===== config.mk =====
export PLATFORM = sky130hd
export DESIGN_NAME = mem_ctrl
export DESIGN_NICKNAME = d
export VERILOG_FILES = /design/src/rtl/mem_ctrl.sv
export SDC_FILE = /design/constraint.sdc
export NUM_CORES = 1
export LEC_CHECK = 0
export CORE_ASPECT_RATIO = 0.6
export CORE_MARGIN = 2
export CORE_UTILIZATION = 30
export CTS_BUF_LIST = sky130_fd_sc_hd__clkbuf_16
export DETAILED_ROUTE_END_ITERATION = 6
export PLACE_DENSITY = 0.49
export RECOVER_POWER = 25
export SETUP_SLACK_MARGIN = 0.3
export SLEW_MARGIN = 20
export SYNTH_ARGS = -nofsm -noshare
export SYNTH_HDL_FRONTEND = slang
export SYNTH_SLANG_ARGS = --single-unit

===== constraint.sdc =====
create_clock -name clk -period 4.3 [get_ports clk]
set_input_delay 1.29 -clock clk [delete_from_list [all_inputs] [get_ports clk]]
set_output_delay 1.29 -clock clk [all_outputs]
set_load 0.005 [all_outputs]

===== src/rtl/mem_ctrl.sv =====
// Byte-serial RAM port arbiter between the instruction fetcher and the load/store buffer.
// state     | meaning
// IDLE      | waiting; LSB request wins over fetch
// IF_READ   | fetching a 4-byte instruction
// LSB_READ  | LSB read of 1/2/4 bytes
// LSB_WRITE | LSB write of 1/2/4 bytes, IO back-pressure aware
module mem_ctrl #(
  parameter logic [1:0] IO_HI = 2'b11
) (
  input  logic        clk,
  input  logic        rst,
  input  logic        rdy,
  input  logic        ena_from_if,
  input  logic [31:0] pc_from_if,
  input  logic        drop_flag_from_if,
  output logic        ok_flag_to_if,
  output logic [31:0] inst_to_if,
  input  logic        ena_from_lsb,
  input  logic        wr_flag_from_lsb,
  input  logic [31:0] addr_from_lsb,
  input  logic [1:0]  size_from_lsb,
  input  logic [31:0] data_from_lsb,
  output logic        ok_flag_to_lsb,
  output logic [31:0] data_to_lsb,
  input  logic        rollback_flag_from_rob,
  input  logic        io_buffer_full,
  input  logic [7:0]  mem_din,
  output logic [7:0]  mem_dout,
  output logic [31:0] mem_a,
  output logic        mem_wr
);

  typedef enum logic [1:0] {IDLE, IF_READ, LSB_READ, LSB_WRITE} state_t;

  state_t      state, state_nxt;
  logic        if_pend, lsb_pend, lsb_wr;
  logic [31:0] if_addr, lsb_addr, lsb_data;
  logic [1:0]  lsb_size;
  logic [31:0] cur_addr, cur_data, rd_buf, cap_word;
  logic [2:0]  cur_len, stage;
  logic [1:0]  lane;
  logic [7:0]  wr_byte;
  logic        wr_reg;
  logic        acc_lsb, acc_if, stall_lsb, stall_cur, rd_abort;

  function automatic logic [2:0] size_len(input logic [1:0] s);
    case (s)
      2'd0:    size_len = 3'd1;
      2'd1:    size_len = 3'd2;
      default: size_len = 3'd4;
    endcase
  endfunction

  // A pending read that is rolled back on this edge must not be accepted.
  assign acc_lsb   = (state == IDLE) && lsb_pend && !(rollback_flag_from_rob && !lsb_wr);
  assign acc_if    = (state == IDLE) && !acc_lsb && if_pend && !drop_flag_from_if;
  assign stall_lsb = (lsb_addr[17:16] == IO_HI) && io_buffer_full;
  assign stall_cur = (cur_addr[17:16] == IO_HI) && io_buffer_full;
  assign rd_abort  = ((state == IF_READ) && drop_flag_from_if) ||
                     ((state == LSB_READ) && rollback_flag_from_rob);

  always_ff @(posedge clk) begin
    if (rst)      state <= IDLE;
    else if (rdy) state <= state_nxt;
  end

  always_comb begin
    state_nxt = state;
    case (state)
      IDLE: begin
        if (acc_lsb)     state_nxt = lsb_wr ? LSB_WRITE : LSB_READ;
        else if (acc_if) state_nxt = IF_READ;
      end
      IF_READ, LSB_READ: if (rd_abort || stage == cur_len) state_nxt = IDLE;
      LSB_WRITE:         if (stage == cur_len) state_nxt = IDLE;
      default:           state_nxt = IDLE;
    endcase
  end

  always_comb begin
    mem_wr   = wr_reg & rdy;
    lane     = stage[1:0] - 2'd1;
    cap_word = rd_buf;
    cap_word[{lane, 3'b000} +: 8] = mem_din;
    case (stage[1:0])
      2'd0:    wr_byte = cur_data[7:0];
      2'd1:    wr_byte = cur_data[15:8];
      2'd2:    wr_byte = cur_data[23:16];
      default: wr_byte = cur_data[31:24];
    endcase
  end

  always_ff @(posedge clk) begin
    if (rst) begin
      if_pend <= 1'b0; if_addr <= '0;
      lsb_pend <= 1'b0; lsb_wr <= 1'b0; lsb_addr <= '0; lsb_size <= '0; lsb_data <= '0;
      cur_addr <= '0; cur_data <= '0; cur_len <= '0; stage <= '0; rd_buf <= '0;
      wr_reg <= 1'b0; mem_a <= '0; mem_dout <= '0;
      ok_flag_to_if <= 1'b0; ok_flag_to_lsb <= 1'b0;
      inst_to_if <= '0; data_to_lsb <= '0;
    end else if (!rdy) begin
      // RAM data seen while frozen is not trusted: re-run the read from its base.
      if (state == IF_READ || state == LSB_READ) begin
        mem_a <= cur_addr;
        stage <= '0;
      end
    end else begin
      ok_flag_to_if  <= 1'b0;
      ok_flag_to_lsb <= 1'b0;

      if (drop_flag_from_if) if_pend <= 1'b0;
      else if (ena_from_if) begin
        if_pend <= 1'b1;
        if_addr <= pc_from_if;
      end else if (acc_if) if_pend <= 1'b0;

      if (ena_from_lsb) begin
        lsb_pend <= 1'b1;
        lsb_wr   <= wr_flag_from_lsb;
        lsb_addr <= addr_from_lsb;
        lsb_size <= size_from_lsb;
        lsb_data <= data_from_lsb;
      end else if (acc_lsb || (rollback_flag_from_rob && !lsb_wr)) lsb_pend <= 1'b0;

      case (state)
        IDLE: begin
          if (acc_lsb) begin
            cur_addr <= lsb_addr;
            cur_data <= lsb_data;
            cur_len  <= size_len(lsb_size);
            rd_buf   <= '0;
            mem_a    <= lsb_addr;
            if (lsb_wr) begin
              mem_dout <= lsb_data[7:0];
              wr_reg   <= !stall_lsb;
              stage    <= stall_lsb ? 3'd0 : 3'd1;
            end else begin
              stage <= '0;
            end
          end else if (acc_if) begin
            cur_addr <= if_addr;
            cur_len  <= 3'd4;
            rd_buf   <= '0;
            mem_a    <= if_addr;
            stage    <= '0;
          end
        end
        IF_READ, LSB_READ: begin
          if (!rd_abort) begin
            mem_a <= mem_a + 32'd1;
            stage <= stage + 3'd1;
            if (stage != 3'd0) rd_buf <= cap_word;
            if (stage == cur_len) begin
              if (state == IF_READ) begin
                inst_to_if    <= cap_word;
                ok_flag_to_if <= 1'b1;
              end else begin
                data_to_lsb    <= cap_word;
                ok_flag_to_lsb <= 1'b1;
              end
            end
          end
        end
        LSB_WRITE: begin
          if (stage == cur_len) begin
            wr_reg         <= 1'b0;
            ok_flag_to_lsb <= 1'b1;
          end else if (stall_cur) begin
            wr_reg <= 1'b0;
          end else begin
            mem_a    <= cur_addr + {29'd0, stage};
            mem_dout <= wr_byte;
            wr_reg   <= 1'b1;
            stage    <= stage + 3'd1;
          end
        end
        default: ;
      endcase
    end
  end

endmodule

After elaboration in Yosys (flattened, before gate mapping):

Cells that the tools add are included.

* $add $sub $neg: 5
* shifts and indexed selects: 2
* bitwise operators: 4
* multiplexer cells: 58
* reductions and logical operators: 43
* eq/ne operators: 22

Operators with widths (number)
* 32-bit 2-to-1 mux: 11
* 32-bit one-hot mux with 3 select lines: 1
* 32-bit one-hot mux with 2 select lines: 1
* 32-bit by 1-bit adder with 32-bit output, second input constant: 1
* 32-bit by 3-bit adder with 32-bit output: 1
* 32-bit bitwise mux: 1
* 8-bit 2-to-1 mux: 4
* 8-bit by 7-bit variable shift with 32-bit output, first input constant: 1
* 8-bit by 7-bit variable part select with 32-bit output: 1
* 3-bit 2-to-1 mux: 9
* 8-bit one-hot mux with 3 select lines: 1
* 1-bit 2-to-1 mux: 20
* 5-bit AND reduction: 4
* 2-bit inequality test, second input constant: 8
* 8-bit one-hot mux with 2 select lines: 1
* 3-bit inequality test, second input constant: 4
* 2-bit equality test, second input constant: 5
* 1-bit logical AND: 10
* 2-bit nonzero test: 5
* 3-bit one-hot mux with 3 select lines: 1
* 3-bit AND reduction: 3
* 2-bit 2-to-1 mux: 4
* 4-bit AND reduction: 2
* 5-bit negation with 7-bit output: 1
* 17 further kinds: 34

* bits of input ports: 115
* word-level logic and storage cells: 154
* bits in registers: 312
* output and inout bits: 107

Logic depth before layout (Yosys ltp):

* depth in word-level cells: 12
* depth in mapped cells: 12
* depth with buffers taken out: 9

Least setup slack after synthesis:

No wires, ideal clock.

* path kind: input to output
* from: in rdy
* to: out mem_wr
* cell stages on the path: 4
* slack: 0.773 ns
* arrival: 2.237 ns
* required time: 3.010 ns
* buffers on the path: 3
* path through: clkbuf_1 clkbuf_1 clkbuf_1 and2_1

* cells in the longest elaborated chain, start to end: 1

Ends and longest elaborated chain
* start, declared: line 12 `input logic rdy,`
* 1-bit AND: line 81 `mem_wr = wr_reg & rdy;`
* end, declared: line 30 `output logic mem_wr`

Every way passes these cells.

Worst setup path in the final report:

Ends and elaborated chain as after synthesis.

==> impl_metrics.yaml <==
status:
  status: "finished, violations left"
  violations: "capacitance limit, slew limit"
placement:
  hpwl_um: 35600
  gp_congestion: 0.889
  numPortBuffers: 221
synth:
  ys_types: 76
  synthCells: 1785
  syn_area_mm2: 0.0144
  synth_nets: 1916
  yosysSeqAreaShare: 0.435
  ys.flop_type: "dfxtp_1"
  synth_edf_count: 0
  avgSynthCellArea_um2: 8.04
  yosysWarnings: 0
  ys_ff_latch: 312
  synthArstFlopShare: 0
sta:
  maxSlewHeadroom: -0.0263
  rsz0062_at_grt: "no"
  setup_viol: 0
  fin_hold_ws_ps: 444
  drv_slew: 68
  fin_crit_sh: 0.871
  final-hold-violation-count: 0
  clock.fmax_ghz: 0.267
  worstMarginPinSlew_ps: 1540
  finClkSkew_ps: 13.5
  setup_tns_ps: 0
  layout_min_cycle_time_ps: 3740
global_routing:
  grt_pass1_wl_um: 76600
  grt-ovfl-total: 0
  antenna_found_initial: 1
  grt_pass1_vias: 12400
  grt_max_degree: 121
  grt_usage: 0.197
route:
  ant_nets: 0
  avgViaCountPerCell: 5.13
  drt-initial-drc-count: 1155
  first_pass_iters: 6
  wire_per_inst_um: 19.1
  drc: 0
  num_vias: 13400
  totalWireLength_um: 50100
clocking:
  cts.sinks: 312
  clk-insertion-delay-late_ps: 520
  cts_setup_buffers: 0
  cts_tree: "done"
  hold_buffers: 0
  clockBufferDepth: 3
  clk_pin_slew_ps: 60
  cts_root_buffer: "clkbuf_16"
  cts_buffers: 35
  cts_max_level: 2
  ctsResizeCount: 0
pwr:
  power_density_mw_per_mm2: 378
  seq_power_share: 0.449
  p_int_mw: 5.15
  swShare: 0.261
  total_leakage_power_nw: 6.17
  combPwrFrac: 0.119
  peakVddDrop_mv: 0.205
  power_frac_clock: 0.432
  switchingPower_mw: 1.82
die:
  ioPinCount: 222
  initial_core_util: 0.302
  core-area_mm2: 0.0476
  rows: 62
  die_y_um: 173
  dieArea_mm2: 0.0497
  fp.dieW_um: 286
worst_setup_path:
  cp-end-kind: "output pin"
  cp.arrival_ps: 2450
  worstSetupPathType: "in -> out"
  crit_required_ps: 3010
  critPathMaxFanout: 2
  start_kind: "primary input"
finish:
  final_cell_mix: "342 x nand2_1, 312 x dfxtp_1, 227 x a21oi_1"
  final_common_cell: "nand2_1"
  area_growth_pct: 28.3
  final_net_count: 2085
  drive_gt1_frac: 0.0688
run:
  drv_cap: 1
min_path:
  hp-class: "reg -> reg"
cell usage after synthesis (4+ instances only):
cell type / number / area share
inv_1: 34 / 0.0089
nand4_1: 11 / 0.0048
and3_1: 5 / 0.0022
nor4_2: 6 / 0.0052
buf_2: 17 / 0.0059
nor4_1: 13 / 0.0057
o22ai_1: 9 / 0.0039
xor2_1: 25 / 0.015
nand2b_1: 6 / 0.0026
a31oi_1: 7 / 0.0030
mux2_2: 4 / 0.0031
nand2_1: 342 / 0.089
nor2b_1: 36 / 0.016
nand3_1: 29 / 0.010
a22oi_1: 9 / 0.0047
a222oi_1: 8 / 0.0056
and2_1: 4 / 0.0017
nand3b_1: 33 / 0.017
a21oi_1: 227 / 0.079
or3_1: 5 / 0.0022
o21ai_0: 25 / 0.0087
xnor2_1: 27 / 0.016
ha_1: 15 / 0.013
a221oi_1: 10 / 0.0061
o32ai_1: 6 / 0.0037
mux2i_1: 41 / 0.029
nor2_1: 175 / 0.046
a211oi_1: 124 / 0.065
clkbuf_1: 105 / 0.027
buf_1: 14 / 0.0037
dfxtp_1: 312 / 0.43
nor3_1: 24 / 0.0084
and4_1: 6 / 0.0037
cell families after synthesis:
group           after synthesis  synth area share
simple gates                720             0.233
mux                          45            0.0317
fa+ha+maj                    16            0.0145
xor+xnor                     52            0.0317
buf+inv                     173            0.0478
flops                       312             0.435
compound gates              467             0.206
per-stage QoR:
step | instances | util | total power [mW] | setup WS (ps) | area, um^2
5_1_grt | 2618 | 0.387 | 7.24 | 503 | 18400
3_5_place_dp | 2557 | 0.364 | 4.02 | 321 | 17300
4_1_cts | 2618 | 0.388 | 7.04 | 623 | 18400
3_3_place_gp | 2557 | 0.364 | 4.02 | 352 | 17300
2_1_floorplan | 1785 | - | 3.57 | 773 | 14400
6_report | 2621 | 0.387 | 6.97 | 555 | 18400
per-layer routing:
layer | global-route usage | part of all wire | vias up
met1 | 0.324 | 0.54 | 6343
met4 | 0.0338 | 0.013 | 0
li1 | - | - | 6617
met5 | 0 | 0 | -
met3 | 0.0513 | 0.082 | 49
met2 | 0.246 | 0.37 | 429
final cells by class:
class	instances	area (um^2)
Timing Repair Buffer	270	2650
Antenna cell	3	7.51
Tap cell	640	801
Clock buffer	35	876
Sequential cell	312	6250
Fill cell	4889	29100
Multi-Input combinational cell	1300	7470
Inverter	35	131
Clock inverter	26	248
critical path, stage by stage:
cell	delay (ps)
dlygate4sd3_1	540
and2_1	130
clkdlybuf4s50_1	500
worst paths after layout:
check        depth (start not counted)  startpoint  slack [ps]         end
max                                  3         rdy         560      mem_wr
min                                  2  rd_buf[22]         440  rd_buf[22]
max reg2reg                         10    stage[0]         900   mem_a[24]
min reg2reg                          2  rd_buf[22]         440  rd_buf[22]
power groups by stage:
stage / combinational [mW] / clock, mW / sequential (mW)
floorplan: 0.418 / 0 / 3.15
global placement: 0.825 / 0 / 3.19
CTS: 0.834 / 3.08 / 3.13
global route: 0.902 / 3.19 / 3.14
detailed placement: 0.831 / 0 / 3.19
finish: 0.831 / 3.01 / 3.13
Power figures use the tool's default switching activity.
